--- src/rtl/swo_tx_pkg.sv ---
// Shared types and constants for the SWO ITM transmitter.
// The packet FSM, ITM header layout, size coding and line idle levels live here.
package swo_tx_pkg;

  typedef enum logic [2:0] {
    ST_IDLE    = 3'd0,
    ST_HDR     = 3'd1,
    ST_PAYLOAD = 3'd2,
    ST_TAIL    = 3'd3,
    ST_ERR     = 3'd4
  } state_t;

  typedef enum logic [1:0] {
    SZ_NONE = 2'b00,
    SZ_BYTE = 2'b01,
    SZ_HALF = 2'b10,
    SZ_WORD = 2'b11
  } size_t;

  // ITM software-source header: {port[4:0], 1'b0, size[1:0]}
  localparam int unsigned HDR_SIZE_LSB = 0;
  localparam int unsigned HDR_ZERO_BIT = 2;
  localparam int unsigned HDR_PORT_LSB = 3;

  localparam logic UART_IDLE  = 1'b1;
  localparam logic UART_START = 1'b0;
  localparam logic UART_STOP  = 1'b1;
  localparam logic MAN_IDLE   = 1'b0;
  localparam logic MAN_START  = 1'b1;

  function automatic logic [2:0] size_to_bytes(input logic [1:0] size);
    logic [2:0] n;
    case (size)
      SZ_BYTE: n = 3'd1;
      SZ_HALF: n = 3'd2;
      SZ_WORD: n = 3'd4;
      default: n = 3'd0;
    endcase
    return n;
  endfunction

  function automatic logic [7:0] make_header(input logic [4:0] port, input logic [1:0] size);
    logic [7:0] h;
    h = '0;
    h[HDR_PORT_LSB +: 5] = port;
    h[HDR_ZERO_BIT]      = 1'b0;
    h[HDR_SIZE_LSB +: 2] = size;
    return h;
  endfunction

endpackage

--- src/rtl/swo_bit_timer.sv ---
// Reloadable bit-period timer: one-cycle strobe every D+1 cycles.
// The divider is captured on load so later divider changes do not disturb a packet.
module swo_bit_timer #(
  parameter int unsigned pDIV_WIDTH = 16
) (
  input  logic                  i_clk,
  input  logic                  i_rst,
  input  logic                  i_load,
  input  logic                  i_en,
  input  logic [pDIV_WIDTH-1:0] i_div,
  output logic                  o_tick
);

  logic [pDIV_WIDTH-1:0] r_div;
  logic [pDIV_WIDTH-1:0] r_cnt;

  // Down-counter: restart from the new divider on load, reload from the held one on expiry
  always_ff @(posedge i_clk) begin
    if (i_rst) begin
      r_div <= '0;
      r_cnt <= '0;
    end else if (i_load) begin
      r_div <= i_div;
      r_cnt <= i_div;
    end else if (r_cnt == '0) begin
      r_cnt <= r_div;
    end else begin
      r_cnt <= r_cnt - 1'b1;
    end
  end

  assign o_tick = i_en && (r_cnt == '0);

endmodule

--- src/rtl/swo_itm_tx.sv ---
// SWO ITM transmitter: packs stimulus-port writes into ITM packets and
// serializes them as UART (NRZ) or, when SWO_MANCHESTER_EN is defined, Manchester.
module swo_itm_tx
  import swo_tx_pkg::*;
#(
  parameter int unsigned pDIV_WIDTH   = 16,
  parameter int unsigned pCOUNT_WIDTH = 16
) (
  input  logic                    fe_clk,
  input  logic                    reset_i,
  input  logic [pDIV_WIDTH-1:0]   I_baud_div,
  input  logic                    I_manchester,
  input  logic                    I_valid,
  output logic                    O_ready,
  input  logic [4:0]              I_port,
  input  logic [1:0]              I_size,
  input  logic [31:0]             I_data,
  output logic                    O_swo,
  output logic                    O_busy,
  output logic [pCOUNT_WIDTH-1:0] O_pkt_count,
  output logic                    O_error
);

  state_t                  r_state, w_state_nx;
  logic [7:0]              r_shift, w_shift_nx;
  logic [3:0]              r_bitpos, w_bitpos_nx;
  logic [2:0]              r_byte_idx, w_byte_idx_nx;
  logic [2:0]              r_nbytes;
  logic [31:0]             r_data;
  logic                    r_man;
  logic                    r_bit, w_bit_nx;
  logic                    r_half, w_half_nx;
  logic                    r_swo, w_swo_nx;
  logic                    r_error, w_error_nx;
  logic [pCOUNT_WIDTH-1:0] r_count, w_count_nx;

  logic       w_man_sel;
  logic       w_accept;
  logic       w_tick;
  logic       w_half_tick;
  logic       w_bit_end;
  logic       w_timer_en;
  logic [2:0] w_sel;
  logic [7:0] w_next_byte;
  logic       w_idle_lvl;

`ifdef SWO_MANCHESTER_EN
  assign w_man_sel   = I_manchester;
  assign w_half_tick = w_tick && r_man && !r_half;
`else
  logic w_unused_manchester;
  assign w_unused_manchester = I_manchester;
  assign w_man_sel   = 1'b0;
  assign w_half_tick = 1'b0;
`endif

  assign O_ready     = (r_state == ST_IDLE) && !reset_i;
  assign O_busy      = (r_state != ST_IDLE);
  assign O_swo       = r_swo;
  assign O_error     = r_error;
  assign O_pkt_count = r_count;

  assign w_accept   = I_valid && O_ready;
  assign w_idle_lvl = w_man_sel ? MAN_IDLE : UART_IDLE;
  assign w_timer_en = (r_state == ST_HDR) || (r_state == ST_PAYLOAD) || (r_state == ST_TAIL);
  assign w_bit_end  = w_tick && (!r_man || r_half);

  // Byte index counts down from N, so the payload byte to load next is N - index
  assign w_sel = r_nbytes - r_byte_idx;

  // Payload byte selector
  always_comb begin
    case (w_sel[1:0])
      2'd0:    w_next_byte = r_data[7:0];
      2'd1:    w_next_byte = r_data[15:8];
      2'd2:    w_next_byte = r_data[23:16];
      default: w_next_byte = r_data[31:24];
    endcase
  end

  swo_bit_timer #(
    .pDIV_WIDTH(pDIV_WIDTH)
  ) u_timer (
    .i_clk  (fe_clk),
    .i_rst  (reset_i),
    .i_load (w_accept),
    .i_en   (w_timer_en),
    .i_div  (I_baud_div),
    .o_tick (w_tick)
  );

  // Packet registers and captured write fields
  always_ff @(posedge fe_clk) begin
    if (reset_i) begin
      r_state    <= ST_IDLE;
      r_shift    <= '0;
      r_bitpos   <= '0;
      r_byte_idx <= '0;
      r_nbytes   <= '0;
      r_data     <= '0;
      r_man      <= 1'b0;
      r_bit      <= 1'b0;
      r_half     <= 1'b0;
      r_swo      <= 1'b1;
      r_error    <= 1'b0;
      r_count    <= '0;
    end else begin
      r_state    <= w_state_nx;
      r_shift    <= w_shift_nx;
      r_bitpos   <= w_bitpos_nx;
      r_byte_idx <= w_byte_idx_nx;
      r_bit      <= w_bit_nx;
      r_half     <= w_half_nx;
      r_swo      <= w_swo_nx;
      r_error    <= w_error_nx;
      r_count    <= w_count_nx;
      if (w_accept) begin
        r_nbytes <= size_to_bytes(I_size);
        r_data   <= I_data;
        r_man    <= w_man_sel;
      end
    end
  end

  // Next-state and line encoding.
  // Bit position 0 is the start bit, 1..8 the data bits, 9 the UART inter-byte stop bit;
  // Manchester bytes after the header start directly at position 1 (one start bit per frame).
  always_comb begin
    w_state_nx    = r_state;
    w_shift_nx    = r_shift;
    w_bitpos_nx   = r_bitpos;
    w_byte_idx_nx = r_byte_idx;
    w_bit_nx      = r_bit;
    w_half_nx     = r_half;
    w_swo_nx      = r_swo;
    w_error_nx    = 1'b0;
    w_count_nx    = r_count;
    case (r_state)
      ST_IDLE: begin
        w_swo_nx = w_idle_lvl;
        if (w_accept) begin
          if (I_size == SZ_NONE) begin
            w_state_nx = ST_ERR;
            w_error_nx = 1'b1;
          end else begin
            w_state_nx    = ST_HDR;
            w_shift_nx    = make_header(I_port, I_size);
            w_byte_idx_nx = size_to_bytes(I_size);
            w_bitpos_nx   = 4'd0;
            w_half_nx     = 1'b0;
            w_bit_nx      = w_man_sel ? MAN_START : UART_START;
            w_swo_nx      = w_bit_nx;
          end
        end
      end
      ST_ERR: begin
        w_state_nx = ST_IDLE;
      end
      ST_HDR, ST_PAYLOAD: begin
        if (w_half_tick) begin
          w_half_nx = 1'b1;
          w_swo_nx  = ~r_bit;
        end else if (w_bit_end) begin
          w_half_nx = 1'b0;
          if (r_bitpos == 4'd0) begin
            w_bitpos_nx = 4'd1;
            w_bit_nx    = r_shift[0];
          end else if (r_bitpos < 4'd8) begin
            w_shift_nx  = {1'b0, r_shift[7:1]};
            w_bitpos_nx = r_bitpos + 4'd1;
            w_bit_nx    = r_shift[1];
          end else if ((r_bitpos == 4'd8) && (r_byte_idx == 3'd0)) begin
            w_state_nx = ST_TAIL;
            w_bit_nx   = r_man ? MAN_IDLE : UART_STOP;
          end else if ((r_bitpos == 4'd8) && !r_man) begin
            w_bitpos_nx = 4'd9;
            w_bit_nx    = UART_STOP;
          end else begin
            w_state_nx    = ST_PAYLOAD;
            w_shift_nx    = w_next_byte;
            w_byte_idx_nx = r_byte_idx - 3'd1;
            if (r_man) begin
              w_bitpos_nx = 4'd1;
              w_bit_nx    = w_next_byte[0];
            end else begin
              w_bitpos_nx = 4'd0;
              w_bit_nx    = UART_START;
            end
          end
          w_swo_nx = w_bit_nx;
        end
      end
      ST_TAIL: begin
        // Both Manchester tail half-bits stay low; the UART tail is the last stop bit
        if (w_half_tick) begin
          w_half_nx = 1'b1;
        end else if (w_bit_end) begin
          w_half_nx  = 1'b0;
          w_state_nx = ST_IDLE;
          w_count_nx = r_count + 1'b1;
          w_swo_nx   = w_idle_lvl;
        end
      end
      default: begin
        w_state_nx = ST_IDLE;
      end
    endcase
  end

endmodule

--- config.mk ---
export PLATFORM = sky130hd
export DESIGN_NAME = swo_itm_tx
export DESIGN_NICKNAME = d
export VERILOG_FILES = /design/src/rtl/swo_tx_pkg.sv /design/src/rtl/swo_bit_timer.sv /design/src/rtl/swo_itm_tx.sv
export SDC_FILE = /design/constraint.sdc
export NUM_CORES = 1
export LEC_CHECK = 0
export ABC_AREA = 1
export BUFFER_PORTS_ARGS = -buffer_cell sky130_fd_sc_hd__buf_2
export CELL_PAD_IN_SITES_DETAIL_PLACEMENT = 2
export CELL_PAD_IN_SITES_GLOBAL_PLACEMENT = 2
export CORE_MARGIN = 2
export CORE_UTILIZATION = 28
export CTS_CLUSTER_DIAMETER = 80
export DETAILED_ROUTE_END_ITERATION = 10
export PLACE_DENSITY = 0.84
export SLEW_MARGIN = 15
export SYNTH_ARGS = -nofsm -noshare
export SYNTH_HDL_FRONTEND = slang
export SYNTH_SLANG_ARGS = --single-unit
--- constraint.sdc ---
create_clock -name fe_clk -period 1.8 [get_ports fe_clk]
set_clock_uncertainty 0.1 [all_clocks]
set_input_delay 0.18 -clock fe_clk [delete_from_list [all_inputs] [get_ports fe_clk]]
set_output_delay 0.18 -clock fe_clk [all_outputs]
set_load 0.05 [all_outputs]
==> key figures, run 1 <==
Synthesis
  • Synth Area in Compound Gates: 0.130
  • Simple-gate area share of the yosys netlist: 0.357
  • Yosys warnings: 0
  • Largest family of logic cells by synthesized area: simple AND/OR/NAND/NOR gates
  • Yosys reg bits: 102
  • Seq/Total Area, Yosys: 0.388
  • Post-synthesis cell area: 5260 sq um
  • Xor/xnor share of the synthesized area: 0.0233
  • Synth Area per Inst: 6.88 sq um
  • Adder-cell area share of the yosys netlist: 0.0190
  • Post-synthesis mux area share: 0
  • Syn_nets: 832
  • Yosys cell types: 36
  • Synthesized instance count: 765

Worst setup path
  • Crit Path Category: flip-flop to flip-flop
  • CP max FO: 6
  • Worst setup EP type: flip-flop
  • Max stage delay on crit path: 330 ps
  • Required @ worst endpoint: 1920 ps
  • RR Startpoint: u_timer.r_cnt[0]
  • Critical Path Start Type: flip-flop
  • Worst path cell trace: inv_2, ha_4, nand2_1, nor2_2, nand2_4, nand2_8, nand2_4, nor3_4, buf_6, inv_2, nand2_1, a21oi_1
  • Arrival @ worst endpoint: 1970 ps
  • Crit-path slowest cell: dfxtp_2
  • Reg2reg setup slack: -50 ps
  • FF-to-FF End: r_bitpos[2]
  • Worst R2R Path Depth: 12

Layout
  • Most common cell after layout, fill and taps aside: nand2_1
  • Post-layout nets: 1003
  • Commonest non-fill, non-tap cells in the layout: 207 x nand2_1, 84 x dfxtp_1, 76 x buf_2, 66 x a21oi_1
  • Layout cells sized above 1: 0.310
  • Ant. Diodes: 0
  • Post-Layout Cell Count: 1175
  • Area grow syn2layout: 42.7%

GRT
  • Largest net degree at the start of global routing: 52
  • Initial antenna violation count: 0
  • GR Util met3: 0.0326
  • Vias in the first global route: 6590
  • Met1 Usage GRT: 0.230
  • Grt ovf: 0
  • GRT Total Usage: 0.212
  • GR Util met2: 0.417
  • Busiest grt layer: met2
  • First-pass GRT wire length: 33400 um

Die
  • Row Count: 50
  • Chip height: 141 um
  • Core ar.: 18600 sq um
  • Die width: 141 um
  • Initial Utilization: 0.283
  • I/O Pins: 79
  • Die area: 19900 sq um

CTS
  • CTS root buf: clkbuf_16
  • TritonCTS Buffers: 9
  • Clk slew on worst S/H paths: 80 ps
  • Clock sink count: 102
  • Worst skew pair latency: 370 ps
  • CTS Buffer Depth: 2
  • H-tree levels: 3
  • TritonCTS clock tree: done

Placed design
  • Pre-CTS WS: -103 ps
  • Port Buf Inserts: 77
  • DP Wirelength: 13500 um
  • Cells after DPL: 1107
  • Global placement routability congestion: 0.799

Route
  • Vias/cell: 4.96
  • Final WL: 21900 um
  • Via count: 5830
  • Pre-Repair DR Iteration Count: 4
  • Post-route ant nets: 0
  • WL/cell: 18.6 um
  • DRC viols: 0
  • DRT iter0 DRCs: 183

Timing
  • Final Hold Viols: 0
  • Slew @ Worst Pin: 602 ps
  • Period utilization: 1.03
  • Unrepaired setup endpoints after global routing: true
  • Final slew viol count: 0
  • # setup viols final: 13
  • Worst hold slack: 10.0 ps
  • Final Worst Setup Slack: -47.4 ps
  • FMAX: 541 MHz
  • Final worst path period need: 1850 ps
  • Rel. slew slack: 0.599

Pwr
  • Leak: 3.27 nW
  • Pwr Density: 1560 nW/um^2
  • Peak VDD IR: 0.563 mV
  • Total power: 0.0117 W

Worst hold path
  • Cells on Worst Hold Path: 3
  • Hold Path End: r_data[31]
  • Hold_sp: I_data[31]
  • Worst hold path type: primary input to flip-flop

Outcome
  • Failing checks: setup timing
  • Status: complete, but fails checks

Flow run
  • Max-cap violations: 0
[metrics by stage]
| stage | cell area [sq um] | TNS (ps) | util |
|---|---|---|---|
| global placement | 6340 | -14.8 | 0.341 |
| global route | 7510 | -4010 | 0.404 |
| detailed placement | 6340 | -841 | 0.341 |
| floorplan | 5340 | -359 | - |
| CTS | 7230 | -19.2 | 0.389 |
| finish | 7510 | -307 | 0.404 |
[sequential cells by signal, summed over array words and instances (netlist names)]
name	cells
u_timer.r_div	16
r_bitpos	4
r_data	32
O_pkt_count	16
r_shift	8
r_state	3
r_byte_idx	3
O_swo	1
r_nbytes	2
u_timer.r_cnt	16
O_error	1
[critical path, delay by kind of cell (launching register included)]
family / cells / cell delay, ps
simple gates: 7 / 760
flops: 1 / 330
buf+inv: 3 / 290
fa+ha+maj: 1 / 150
compound gates: 1 / 60
[metal layers]
metal / routed length [um] / vias to the layer above
li1: - / 2824
met1: 8840 / 2901
met2: 12300 / 77
met3: 336 / 28
met4: 431 / 0
met5: 0 / -
[timing repair]
action / 4_1_cts / 5_1_grt
setup endpoints to repair: 37 / 86
pin swaps: 23 / 25
gates resized for setup: 50 / 71
gates cloned: 1 / 1
hold buffers: 35 / 0
hold endpoints to repair: 41 / 0
buffers inserted: 9 / 6
[cell usage after synthesis]
library cell    n  area, sq um
nand2_1       221          830
dfxtp_1       102         2040
nand3_1        72          360
a21oi_1        68          340
inv_1          66          248
nor2_1         55          206
o21ai_0        51          255
clkbuf_1       13         48.8
nor3_1         10         50.1
nand2_2         9         56.3
nand4_1         9         56.3
nor2_4          9          101
xor2_1          9         78.8
buf_2           8         40.0
ha_1            8          100
inv_2           7         26.3
nor2_2          5         31.3
xnor2_1         5         43.8
buf_4           4         30.0
buf_6           4         45.0
a31oi_1         3         18.8
nand2_4         3         33.8
nand3b_1        3         22.5
nor3_2          3         30.0
o21a_1          3         22.5
nand3_2         2         20.0
nor4_1          2         12.5
o211ai_1        2         15.0
or2_2           2         12.5
a211oi_1        1         7.51
a21oi_2         1         8.76
a22o_1          1         8.76
nand3_4         1         17.5
nor3_4          1         16.3
nor4_4          1         21.3
o21ai_1         1         5.00
[power breakdown]
group,switching [W],internal [W]
Clock,0.000976,0.00117
Combinational,0.00393,0.00258
Sequential,0.000325,0.00271
Total,0.00523,0.00646
[worst max path at each step]
| stage | startpoint | depth (start not counted) | slack, ps | to |
|---|---|---|---|---|
| floorplan | r_state[0] | 8 | -30 | u_timer.r_cnt[6] |
| global placement | u_timer.r_cnt[0] | 11 | -10 | r_bitpos[0] |
| detailed placement | r_bitpos[1] | 13 | -100 | r_shift[5] |
| CTS | r_nbytes[0] | 12 | -20 | r_shift[5] |
| global route | r_state[0] | 10 | -170 | r_state[0] |
| finish | u_timer.r_cnt[0] | 12 | -50 | r_bitpos[2] |
[cell type report]
cell class,count,area (sq um)
Inverter,73,292
Sequential cell,102,2060
Tap cell,234,293
Fill cell,2159,11100
Timing Repair Buffer,188,1410
Clock inverter,4,52.6
Clock buffer,12,256
Multi-Input combinational cell,562,3140
[cell families (layout without fill, tap and decap cells)]
group / count (synthesis) / after routing
AO/OA/AOI/OAI: 131 / 131
adder cells (fa/ha/maj): 8 / 8
flip-flops: 102 / 102
buffers and inverters: 102 / 277
AND/OR/NAND/NOR: 408 / 409
XOR/XNOR: 14 / 14
No activity file was read; power rests on OpenSTA's default activity.
==> run 2, diff against run 1 <==
==> constraint.sdc (replaced) <==
create_clock -name fe_clk -period 1.8 [get_ports fe_clk]
set_clock_uncertainty 0.1 [all_clocks]
set_input_delay 0.09 -clock fe_clk [delete_from_list [all_inputs] [get_ports fe_clk]]
set_output_delay 0.09 -clock fe_clk [all_outputs]
set_load 0.05 [all_outputs]
==> key figures, run 2 (same netlist as run 1, synthesis figures left out) <==
Route
  • Final WL: 22200 um
  • Post-route ant nets: 0
  • DRT iter0 DRCs: 189
  • Vias/cell: 4.97
  • WL/cell: 18.6 um
  • Via count: 5953
  • Pre-Repair DR Iteration Count: 4
  • DRC viols: 0

Worst setup path
  • Required @ worst endpoint: 2000 ps
  • Worst R2R Path Depth: 10
  • Critical Path Start Type: flip-flop
  • RR Startpoint: u_timer.r_cnt[11]
  • Arrival @ worst endpoint: 2110 ps
  • FF-to-FF End: O_pkt_count[11]
  • Reg2reg setup slack: -110 ps
  • Worst setup EP type: flip-flop
  • CP max FO: 5
  • Crit Path Category: flip-flop to flip-flop

Layout
  • Commonest non-fill, non-tap cells in the layout: 201 x nand2_1, 82 x dfxtp_1, 77 x buf_2, 73 x buf_4, 66 x nand3_1
  • Number of flip-flops in the largest register: 32
  • Area of the multi-input gates: 3170 sq um
  • Layout cells sized above 1: 0.338
  • Design area: 7720 sq um
  • Most common cell after layout, fill and taps aside: nand2_1
  • Post-Layout Cell Count: 1198
  • Post-layout nets: 1026
  • Final core occ: 0.416
  • Layout fillers: 2131
  • Storage element area: 2070 sq um
  • Most flops, register: r_data
  • Ant. Diodes: 0
  • Area grow syn2layout: 46.7%

Worst hold path
  • Cells on Worst Hold Path: 4
  • Hold Path End: r_nbytes[1]
  • Worst hold path type: primary input to flip-flop
  • Hold_sp: I_size[0]

Die
  • Core ar.: 18600 sq um
  • I/O Pins: 79
  • Die width: 141 um
  • Chip height: 141 um
  • Row Count: 50
  • Initial Utilization: 0.283
  • Die area: 19900 sq um

GRT
  • Grt ovf: 0
  • Largest net degree at the start of global routing: 52
  • Vias in the first global route: 6538
  • First-pass GRT wire length: 33300 um
  • GRT Total Usage: 0.209
  • Initial antenna violation count: 0

CTS
  • CTS root buf: clkbuf_16
  • CTS Buffer Depth: 2
  • H-tree levels: 3
  • TritonCTS clock tree: done
  • Worst skew pair latency: 360 ps
  • Clk slew on worst S/H paths: 80 ps
  • Clock sink count: 102
  • TritonCTS Buffers: 9

Timing
  • Rel. slew slack: 0.586
  • Final slew viol count: 0
  • Unrepaired setup endpoints after global routing: true
  • # setup viols final: 27
  • Final Hold Viols: 0
  • Period utilization: 1.06
  • FMAX: 524 MHz
  • Final worst path period need: 1910 ps
  • Slew @ Worst Pin: 621 ps
  • Worst hold slack: 65.1 ps
  • Final Worst Setup Slack: -109 ps

Pwr
  • Leak: 3.36 nW
  • Peak VDD IR: 0.561 mV
  • Pwr Density: 1550 nW/um^2

Outcome
  • Failing checks: setup timing
  • Status: complete, but fails checks

Placed design
  • DP Wirelength: 13200 um
  • Port Buf Inserts: 77
  • Placed cell area: 6290 sq um
  • Global placement routability congestion: 0.811
  • Cells after DPL: 1102

Flow run
  • Max-cap violations: 0
[run 2: how the worst max path moves through the flow]
stage / slack [ps] / depth (start not counted) / startpoint / endpoint
floorplan: -30 / 8 / r_state[0] / u_timer.r_cnt[6]
global placement: -30 / 11 / u_timer.r_cnt[0] / r_bitpos[0]
detailed placement: -120 / 11 / u_timer.r_cnt[0] / r_bitpos[0]
CTS: -30 / 9 / r_state[1] / r_bitpos[3]
global route: -240 / 13 / r_bitpos[1] / r_shift[3]
finish: -110 / 10 / u_timer.r_cnt[11] / O_pkt_count[11]
[run 2: where the power goes]
group / internal [W] / total [W] / leakage, nW / switching [W]
Clock: 0.000976 / 0.00200 / 0.144 / 0.00102
Combinational: 0.00277 / 0.00686 / 2.38 / 0.00410
Sequential: 0.00272 / 0.00308 / 0.844 / 0.000353
[run 2: cell type report]
class                      count  area share
clock buffer                   9      0.0292
clock inverter                 7     0.00859
inverter                      73      0.0376
multi-input combinational    562       0.411
sequential                   102       0.268
tap                          234      0.0379
timing repair buffer         211       0.207
[run 2: repair_timing]
| action | CTS | global route |
|---|---|---|
| hold buffers | 49 | 1 |
| endpoints found under the setup margin | 52 | 53 |
| pin swaps | 15 | 34 |
| cloned | 0 | 2 |
| endpoints found under the hold margin | 66 | 1 |
| gates resized for setup | 57 | 84 |
| buffers inserted | 11 | 17 |
[run 2: critical path, stage by stage, from the launching register on]
cell and delay [ps]:
dfxtp_4 380, nor2_4 160, nand2_2 110, nor2_4 110, nand2_2 90, buf_12 140
nor4_4 250, buf_4 200, buf_6 140, nand2_1 70, a21oi_2 110
[run 2: metrics by stage]
step           TNS, ps  power, W  worst slack [ps]
4_1_cts           -111    0.0108             -28.2
5_1_grt          -5460    0.0127              -237
3_3_place_gp     -26.4   0.00775             -26.4
6_report         -1820    0.0119              -109
3_5_place_dp     -1520   0.00802              -119
2_1_floorplan     -359   0.00623             -31.9
[run 2: per-layer routing]
| metal | track usage | vias up | wire length [um] |
|---|---|---|---|
| met5 | 0 | - | 0 |
| met4 | 0.0495 | 0 | 641 |
| met3 | 0.0296 | 41 | 679 |
| met2 | 0.412 | 114 | 12300 |
| met1 | 0.233 | 2925 | 8560 |
| li1 | - | 2873 | - |
